`src/rtl/nonce_scan_ctrl.sv`:
```
// nonce_scan_ctrl: sweeps a nonce range through one two-phase SHA-256 core and queues winning nonces
// Ports: clk/reset_n (async, active-low); start/abort job control; midstate, tail, nonce_start,
//   nonce_end, target job inputs; busy/done/aborted/nonces_done status; hash_* hasher interface
//   (this block owns the hasher reset); hit_valid/hit_ready/hit_nonce/hit_drop hit FIFO to the host.
// Build option: define HIT_HASH_EN to store each hit's digest and expose it on hit_hash.
module nonce_scan_ctrl #(
  parameter int HIT_DEPTH = 4
) (
  input  logic        clk,
  input  logic        reset_n,
  input  logic        start,
  input  logic        abort,
  input  logic [31:0] midstate [8],
  input  logic [31:0] tail [3],
  input  logic [31:0] nonce_start,
  input  logic [31:0] nonce_end,
  input  logic [31:0] target [8],
  output logic        busy,
  output logic        done,
  output logic        aborted,
  output logic [32:0] nonces_done,
  output logic        hash_rst_n,
  output logic        hash_start,
  output logic [31:0] hash_inh [8],
  output logic [31:0] hash_msg [4],
  input  logic [31:0] hash_out [8],
  input  logic        hash_done,
  output logic        hit_valid,
  input  logic        hit_ready,
  output logic [31:0] hit_nonce,
  output logic        hit_drop
`ifdef HIT_HASH_EN
  ,
  output logic [31:0] hit_hash [8]
`endif
);
  localparam int AW = $clog2(HIT_DEPTH);
  typedef enum logic [2:0] {IDLE, ISSUE, WAIT, CHECK, RESTART, FIN} state_t;
  state_t state;
  logic [31:0] last;
  logic [255:0] tgt, dig;
  logic abort_flag, hit, full, pop, take, push, drop;
  logic [AW:0] wr_ptr, rd_ptr;
  logic [31:0] fifo_nonce [HIT_DEPTH];
  always_comb begin
    hit = dig <= tgt;
    full = (wr_ptr ^ rd_ptr) == {1'b1, {AW{1'b0}}};
    hit_valid = wr_ptr != rd_ptr;
    pop = hit_valid && hit_ready;
    take = state == CHECK && !abort && hit;
    // a pop in the same cycle frees the slot, so a full FIFO still accepts the hit
    push = take && (!full || pop);
    drop = take && full && !pop;
    hit_nonce = fifo_nonce[rd_ptr[AW-1:0]];
  end
  always_ff @(posedge clk or negedge reset_n) begin
    if (!reset_n) begin
      state <= IDLE;
      busy <= 1'b0;
      done <= 1'b0;
      aborted <= 1'b0;
      hash_start <= 1'b0;
      hash_rst_n <= 1'b0;
      hit_drop <= 1'b0;
      nonces_done <= '0;
      abort_flag <= 1'b0;
      last <= '0;
      tgt <= '0;
      dig <= '0;
      hash_inh <= '{default: '0};
      hash_msg <= '{default: '0};
      wr_ptr <= '0;
      rd_ptr <= '0;
    end else begin
      done <= 1'b0;
      aborted <= 1'b0;
      hash_start <= 1'b0;
      hash_rst_n <= 1'b1;
      if (pop) rd_ptr <= rd_ptr + (AW+1)'(1);
      if (push) wr_ptr <= wr_ptr + (AW+1)'(1);
      if (drop) hit_drop <= 1'b1;
      case (state)
        IDLE: if (start) begin
          hash_inh <= midstate;
          hash_msg <= '{tail[0], tail[1], tail[2], nonce_start};
          last <= nonce_end;
          tgt <= {target[0], target[1], target[2], target[3], target[4], target[5], target[6], target[7]};
          nonces_done <= '0;
          hit_drop <= 1'b0;
          abort_flag <= 1'b0;
          busy <= 1'b1;
          hash_start <= 1'b1;
          state <= ISSUE;
        end
        ISSUE, WAIT: if (abort) begin
          abort_flag <= 1'b1;
          hash_rst_n <= 1'b0;
          state <= RESTART;
        end else if (state == ISSUE) state <= WAIT;
        else if (hash_done) begin
          dig <= {hash_out[0], hash_out[1], hash_out[2], hash_out[3], hash_out[4], hash_out[5], hash_out[6], hash_out[7]};
          nonces_done <= nonces_done + 33'd1;
          state <= CHECK;
        end
        CHECK: begin
          abort_flag <= abort;
          hash_rst_n <= 1'b0;
          state <= RESTART;
        end
        // the hasher only leaves DONE through reset, so every hash ends with one low cycle here
        RESTART: if (abort_flag || hash_msg[3] == last) begin
          done <= 1'b1;
          aborted <= abort_flag;
          state <= FIN;
        end else begin
          hash_msg[3] <= hash_msg[3] + 32'd1;
          hash_start <= 1'b1;
          state <= ISSUE;
        end
        FIN: begin
          busy <= 1'b0;
          state <= IDLE;
        end
        default: state <= IDLE;
      endcase
    end
  end
  always_ff @(posedge clk) if (push) fifo_nonce[wr_ptr[AW-1:0]] <= hash_msg[3];
`ifdef HIT_HASH_EN
  logic [255:0] fifo_hash [HIT_DEPTH];
  always_ff @(posedge clk) if (push) fifo_hash[wr_ptr[AW-1:0]] <= dig;
  always_comb for (int i = 0; i < 8; i++) hit_hash[i] = fifo_hash[rd_ptr[AW-1:0]][255-32*i -: 32];
`endif
endmodule

```
`config.mk`:
```
export PLATFORM = sky130hd
export DESIGN_NAME = nonce_scan_ctrl
export DESIGN_NICKNAME = d
export VERILOG_FILES = /design/src/rtl/nonce_scan_ctrl.sv
export SDC_FILE = /design/constraint.sdc
export NUM_CORES = 2
export LEC_CHECK = 0
export BUFFER_PORTS_ARGS = -buffer_cell sky130_fd_sc_hd__buf_2
export CORE_AREA = 5 5 533 535
export CTS_CLUSTER_DIAMETER = 40
export DETAILED_ROUTE_END_ITERATION = 10
export DIE_AREA = 0 0 538 540
export PLACE_DENSITY = 0.38
export SLEW_MARGIN = 20
export SYNTH_ARGS = -nofsm -noshare
export SYNTH_HDL_FRONTEND = slang
export SYNTH_SLANG_ARGS = --single-unit
```
`constraint.sdc`:
```
create_clock -name clk -period 11.95 [get_ports clk]
set_input_delay 0.5975 -clock clk [delete_from_list [all_inputs] [get_ports clk]]
set_output_delay 0.5975 -clock clk [all_outputs]
set_load 0.02 [all_outputs]
```
==> impl_metrics.env <==
export IMPL_status="finished clean"
export IMPL_cts_reportedPaths_clkPinSlew_ns=0.05
export IMPL_startpoint_type="register"
export IMPL_r2r_start="dig[247]$_DFFE_PN0P_"
export IMPL_post_layout_nonfiller_instances=11065
export IMPL_yosys_most_used_dff="dfrtp_1"
export IMPL_clk_insertion_delay_late_ns=0.87
export IMPL_drc_errors=0
export IMPL_i_o_pin_count=1390
export IMPL_grt_start_max_net_pins=169
export IMPL_timing_reg2reg_worst_path_depth=9
export IMPL_clock_skew_ns=0.0513
export IMPL_mostFrequentLayoutCell="nand2_1"
export IMPL_path_class="register to register"
export IMPL_timing_reg2reg_setup_slack_ns=7.23
export IMPL_cp_required_ns=12.41
export IMPL_path_max_fanout=32
export IMPL_p_int_w=0.0138
export IMPL_drt_vias_per_instance=3.99
export IMPL_rows=194
export IMPL_cap_violations=0
export IMPL_overflow=0
export IMPL_hold_path_class="input pin to register"
export IMPL_die_span_in_y_um=540
export IMPL_grt_met1_usage=0.227
export IMPL_finalCoreUtilization=0.284
export IMPL_seq_area_frac_synth=0.584
export IMPL_seqPwrFrac=0.285
export IMPL_cts_num_sinks=1105
export IMPL_drt_total_wl_um=268000
export IMPL_io_buffer_count=1389
export IMPL_worst_path_most_repeated_cell="nand4_1"
export IMPL_synth_cell_types=72
export IMPL_first_pass_grt_wire_length_um=369000
export IMPL_post_route_period_util=0.395
export IMPL_fin_nets=8222
export IMPL_worst_path_largest_cell_delay_ns=0.82
export IMPL_hold_path_cell_count=3
export IMPL_antenna_violating_nets_post_route=0
export IMPL_timing_final_max_slew_violations=0
export IMPL_cts_path_max_buffers=4
export IMPL_first_global_vias=46878
export IMPL_syn_cell_area_um2=48400
export IMPL_detail_route_wl_per_cell_um=24.3
export IMPL_power_density_nw_per_um2=284
export IMPL_hold_ws_ns=0.0774
export IMPL_rsz_0062_raised_after_global_routing="no"
export IMPL_timing_hold_worst_endpoint="hash_inh[249]$_DFFE_PN0P_"
export IMPL_crit_path_cell_trace="ha_1 -> nand4_1 -> nor4_1 -> nand4_1 -> nor3_2 -> nand4_1 -> o211a_4 -> nor3b_2 -> buf_4"
export IMPL_tightestPinTransition_ns=1.16
export IMPL_drt_first_iter_violations=2212
export IMPL_die_area_um2=291000
export IMPL_drt_pass1_iterations=5
export IMPL_finalSetupViolations=0
export IMPL_holdCritStartpoint="midstate[249]"
export IMPL_end_kind="register"
export IMPL_final_cell_mix="nand2_1, buf_2, dfrtp_1, dlygate4sd3_1, o21ai_0"
export IMPL_static_leakage_power_nw=37.9
export IMPL_cts_buffers=292
export IMPL_hpwl_um=211000
export IMPL_initial_utilization=0.174
export IMPL_synthCells=4625
export IMPL_power_switching_share=0.386
export IMPL_fmax_mhz=212
export IMPL_ctsRootBufferMaster="clkbuf_16"
export IMPL_syn_num_nets=5822
export IMPL_coreArea_um2=278000
export IMPL_cts_htree_levels=5
export IMPL_combinationalPowerShare=0.342
export IMPL_top_usage_layer="met2"
export IMPL_grt_antenna_before_repair=162
export IMPL_die_w_um=538
export IMPL_met3_usage_in_global_routing=0.0648
export IMPL_global_route_usage_met2=0.285
export IMPL_crit_arrival_ns=5.19
export IMPL_final_min_period_ns=4.72
export IMPL_drive_above_1_share=0.311
export IMPL_post_cts_resized_instances=0
export IMPL_timing_critical_path_slowest_stage_cell="nor3_2"
export IMPL_synth_edff_count=128
export IMPL_cts_tree="yes"
export IMPL_final_hold_viol_count=0
export IMPL_postSynthAreaPerCell_um2=10.5
export IMPL_timing_slew_headroom=0.229
export IMPL_vdd_ir_drop_worst_uv=147
export IMPL_ys_ff_latch=1105
export IMPL_rr_endpoint="fifo_nonce[0][3]$_DFFE_PP_"
export IMPL_setup_tns_final_ns=0
export IMPL_yosysWarningCount=0
export IMPL_p_clk_frac=0.373
export IMPL_power_net_switching_w=0.00866
export IMPL_ys_async_sr_fraction=0.884
export IMPL_gp_congestion=0.967
export IMPL_via_count=44185
export IMPL_placedCellCount=9580
export IMPL_syn_to_final_growth_pct=63.3
export IMPL_track_usage=0.178
## cell families after synthesis
logic type | synth area share
and+or+nand+nor | 0.153
DFF | 0.584
AOI/OAI and AO/OA | 0.0687
buffers and inverters | 0.0392
muxes | 0.0749
adders and majority gates | 0.0682
xor gates and xnor gates | 0.0114
## flip-flops by register name (all words and copies together), names as in the netlist, 3 cells and up
signal	count
last	32
fifo_nonce	128
hash_msg	128
nonces_done	33
dig	256
hash_inh	256
state	3
tgt	256
rd_ptr	3
wr_ptr	3
## what timing repair did
action,in CTS,in global routing
hold buffers,875,0
buffers inserted,0,0
hold endpoints to repair,928,0
## layer usage
| metal | wire length [um] | share of wire | up-vias |
|---|---|---|---|
| met1 | 114000 | 0.43 | 21561 |
| met5 | 368 | 0.0014 | - |
| li1 | - | - | 20487 |
| met4 | 6780 | 0.025 | 60 |
| met3 | 25600 | 0.095 | 469 |
| met2 | 121000 | 0.45 | 1608 |
## worst max-delay path by stage
stage	slack (ns)	to	cells after the start	from
after floorplan	6.94	fifo_nonce[0][0]$_DFFE_PP_	10	dig[94]$_DFFE_PN0P_
after global placement	7.39	fifo_nonce[1][10]$_DFFE_PP_	9	dig[249]$_DFFE_PN0P_
after detailed placement	7.24	fifo_nonce[0][12]$_DFFE_PP_	9	dig[247]$_DFFE_PN0P_
after CTS	7.19	fifo_nonce[0][14]$_DFFE_PP_	9	dig[247]$_DFFE_PN0P_
after global routing	7.10	fifo_nonce[0][14]$_DFFE_PP_	10	tgt[247]$_DFFE_PN0P_
final	7.23	fifo_nonce[0][3]$_DFFE_PP_	9	dig[247]$_DFFE_PN0P_
## worst max-delay path, delay by kind of cell, from the launching register on
kind | cells | cell delay, ns
DFF | 1 | 0.38
buffers and inverters | 1 | 0.46
and+or+nand+nor | 6 | 2.76
AOI/OAI and AO/OA | 1 | 0.33
adders and majority gates | 1 | 0.33
## synthesized netlist by cell type, types with 3 or more instances
cell | number | share of area
nand2_1 | 1542 | 0.12
dfrtp_1 | 977 | 0.50
o21ai_0 | 323 | 0.033
inv_1 | 281 | 0.022
ha_1 | 263 | 0.068
mux2_2 | 257 | 0.060
a21oi_1 | 164 | 0.017
clkbuf_1 | 148 | 0.011
edfxtp_1 | 128 | 0.079
nand4_1 | 75 | 0.0097
nand3_1 | 53 | 0.0055
nor2_1 | 53 | 0.0041
xnor2_1 | 50 | 0.0090
buf_2 | 49 | 0.0051
mux4_2 | 32 | 0.015
nor3_1 | 25 | 0.0026
a21o_1 | 23 | 0.0036
nor4_1 | 17 | 0.0022
o22ai_1 | 17 | 0.0022
and3_1 | 14 | 0.0018
xor2_1 | 13 | 0.0024
a221oi_1 | 10 | 0.0018
and4_1 | 10 | 0.0018
or3_1 | 7 | 0.00090
o211ai_1 | 6 | 0.00093
a211oi_1 | 5 | 0.00078
buf_1 | 5 | 0.00039
a221o_1 | 4 | 0.00083
nand2b_1 | 4 | 0.00052
nand3_2 | 4 | 0.00083
a2111oi_0 | 3 | 0.00054
a22o_1 | 3 | 0.00054
buf_4 | 3 | 0.00047
nor3b_1 | 3 | 0.00047
o2111ai_1 | 3 | 0.00054
o21a_1 | 3 | 0.00047
## stage by stage
step                worst slack, ns  area, um2  power, W
floorplan                      6.94      48400    0.0106
global placement               7.39      59700    0.0139
detailed placement             7.24      59700    0.0140
CTS                            7.19      78900    0.0229
global route                   7.10      79000    0.0240
finish                         7.23      79100    0.0225
## power by group through the flow
| stage | logic, W | clock network (W) | registers (W) |
|---|---|---|---|
| CTS | 0.00789 | 0.00860 | 0.00641 |
| finish | 0.00769 | 0.00838 | 0.00641 |
| detailed placement | 0.00757 | 0 | 0.00644 |
| global route | 0.00856 | 0.00880 | 0.00660 |
| global placement | 0.00754 | 0 | 0.00641 |
| floorplan | 0.00374 | 0 | 0.00689 |
## area by class of cell
class	count	area, um2
Antenna cell	73	183
Clock buffer	365	7990
Clock inverter	172	2420
Fill cell	29591	199000
Inverter	281	1050
Multi-Input combinational cell	3034	18300
Sequential cell	1105	28300
Tap cell	3724	4660
Timing Repair Buffer	2311	16200
(Power assumes the default switching activity.)
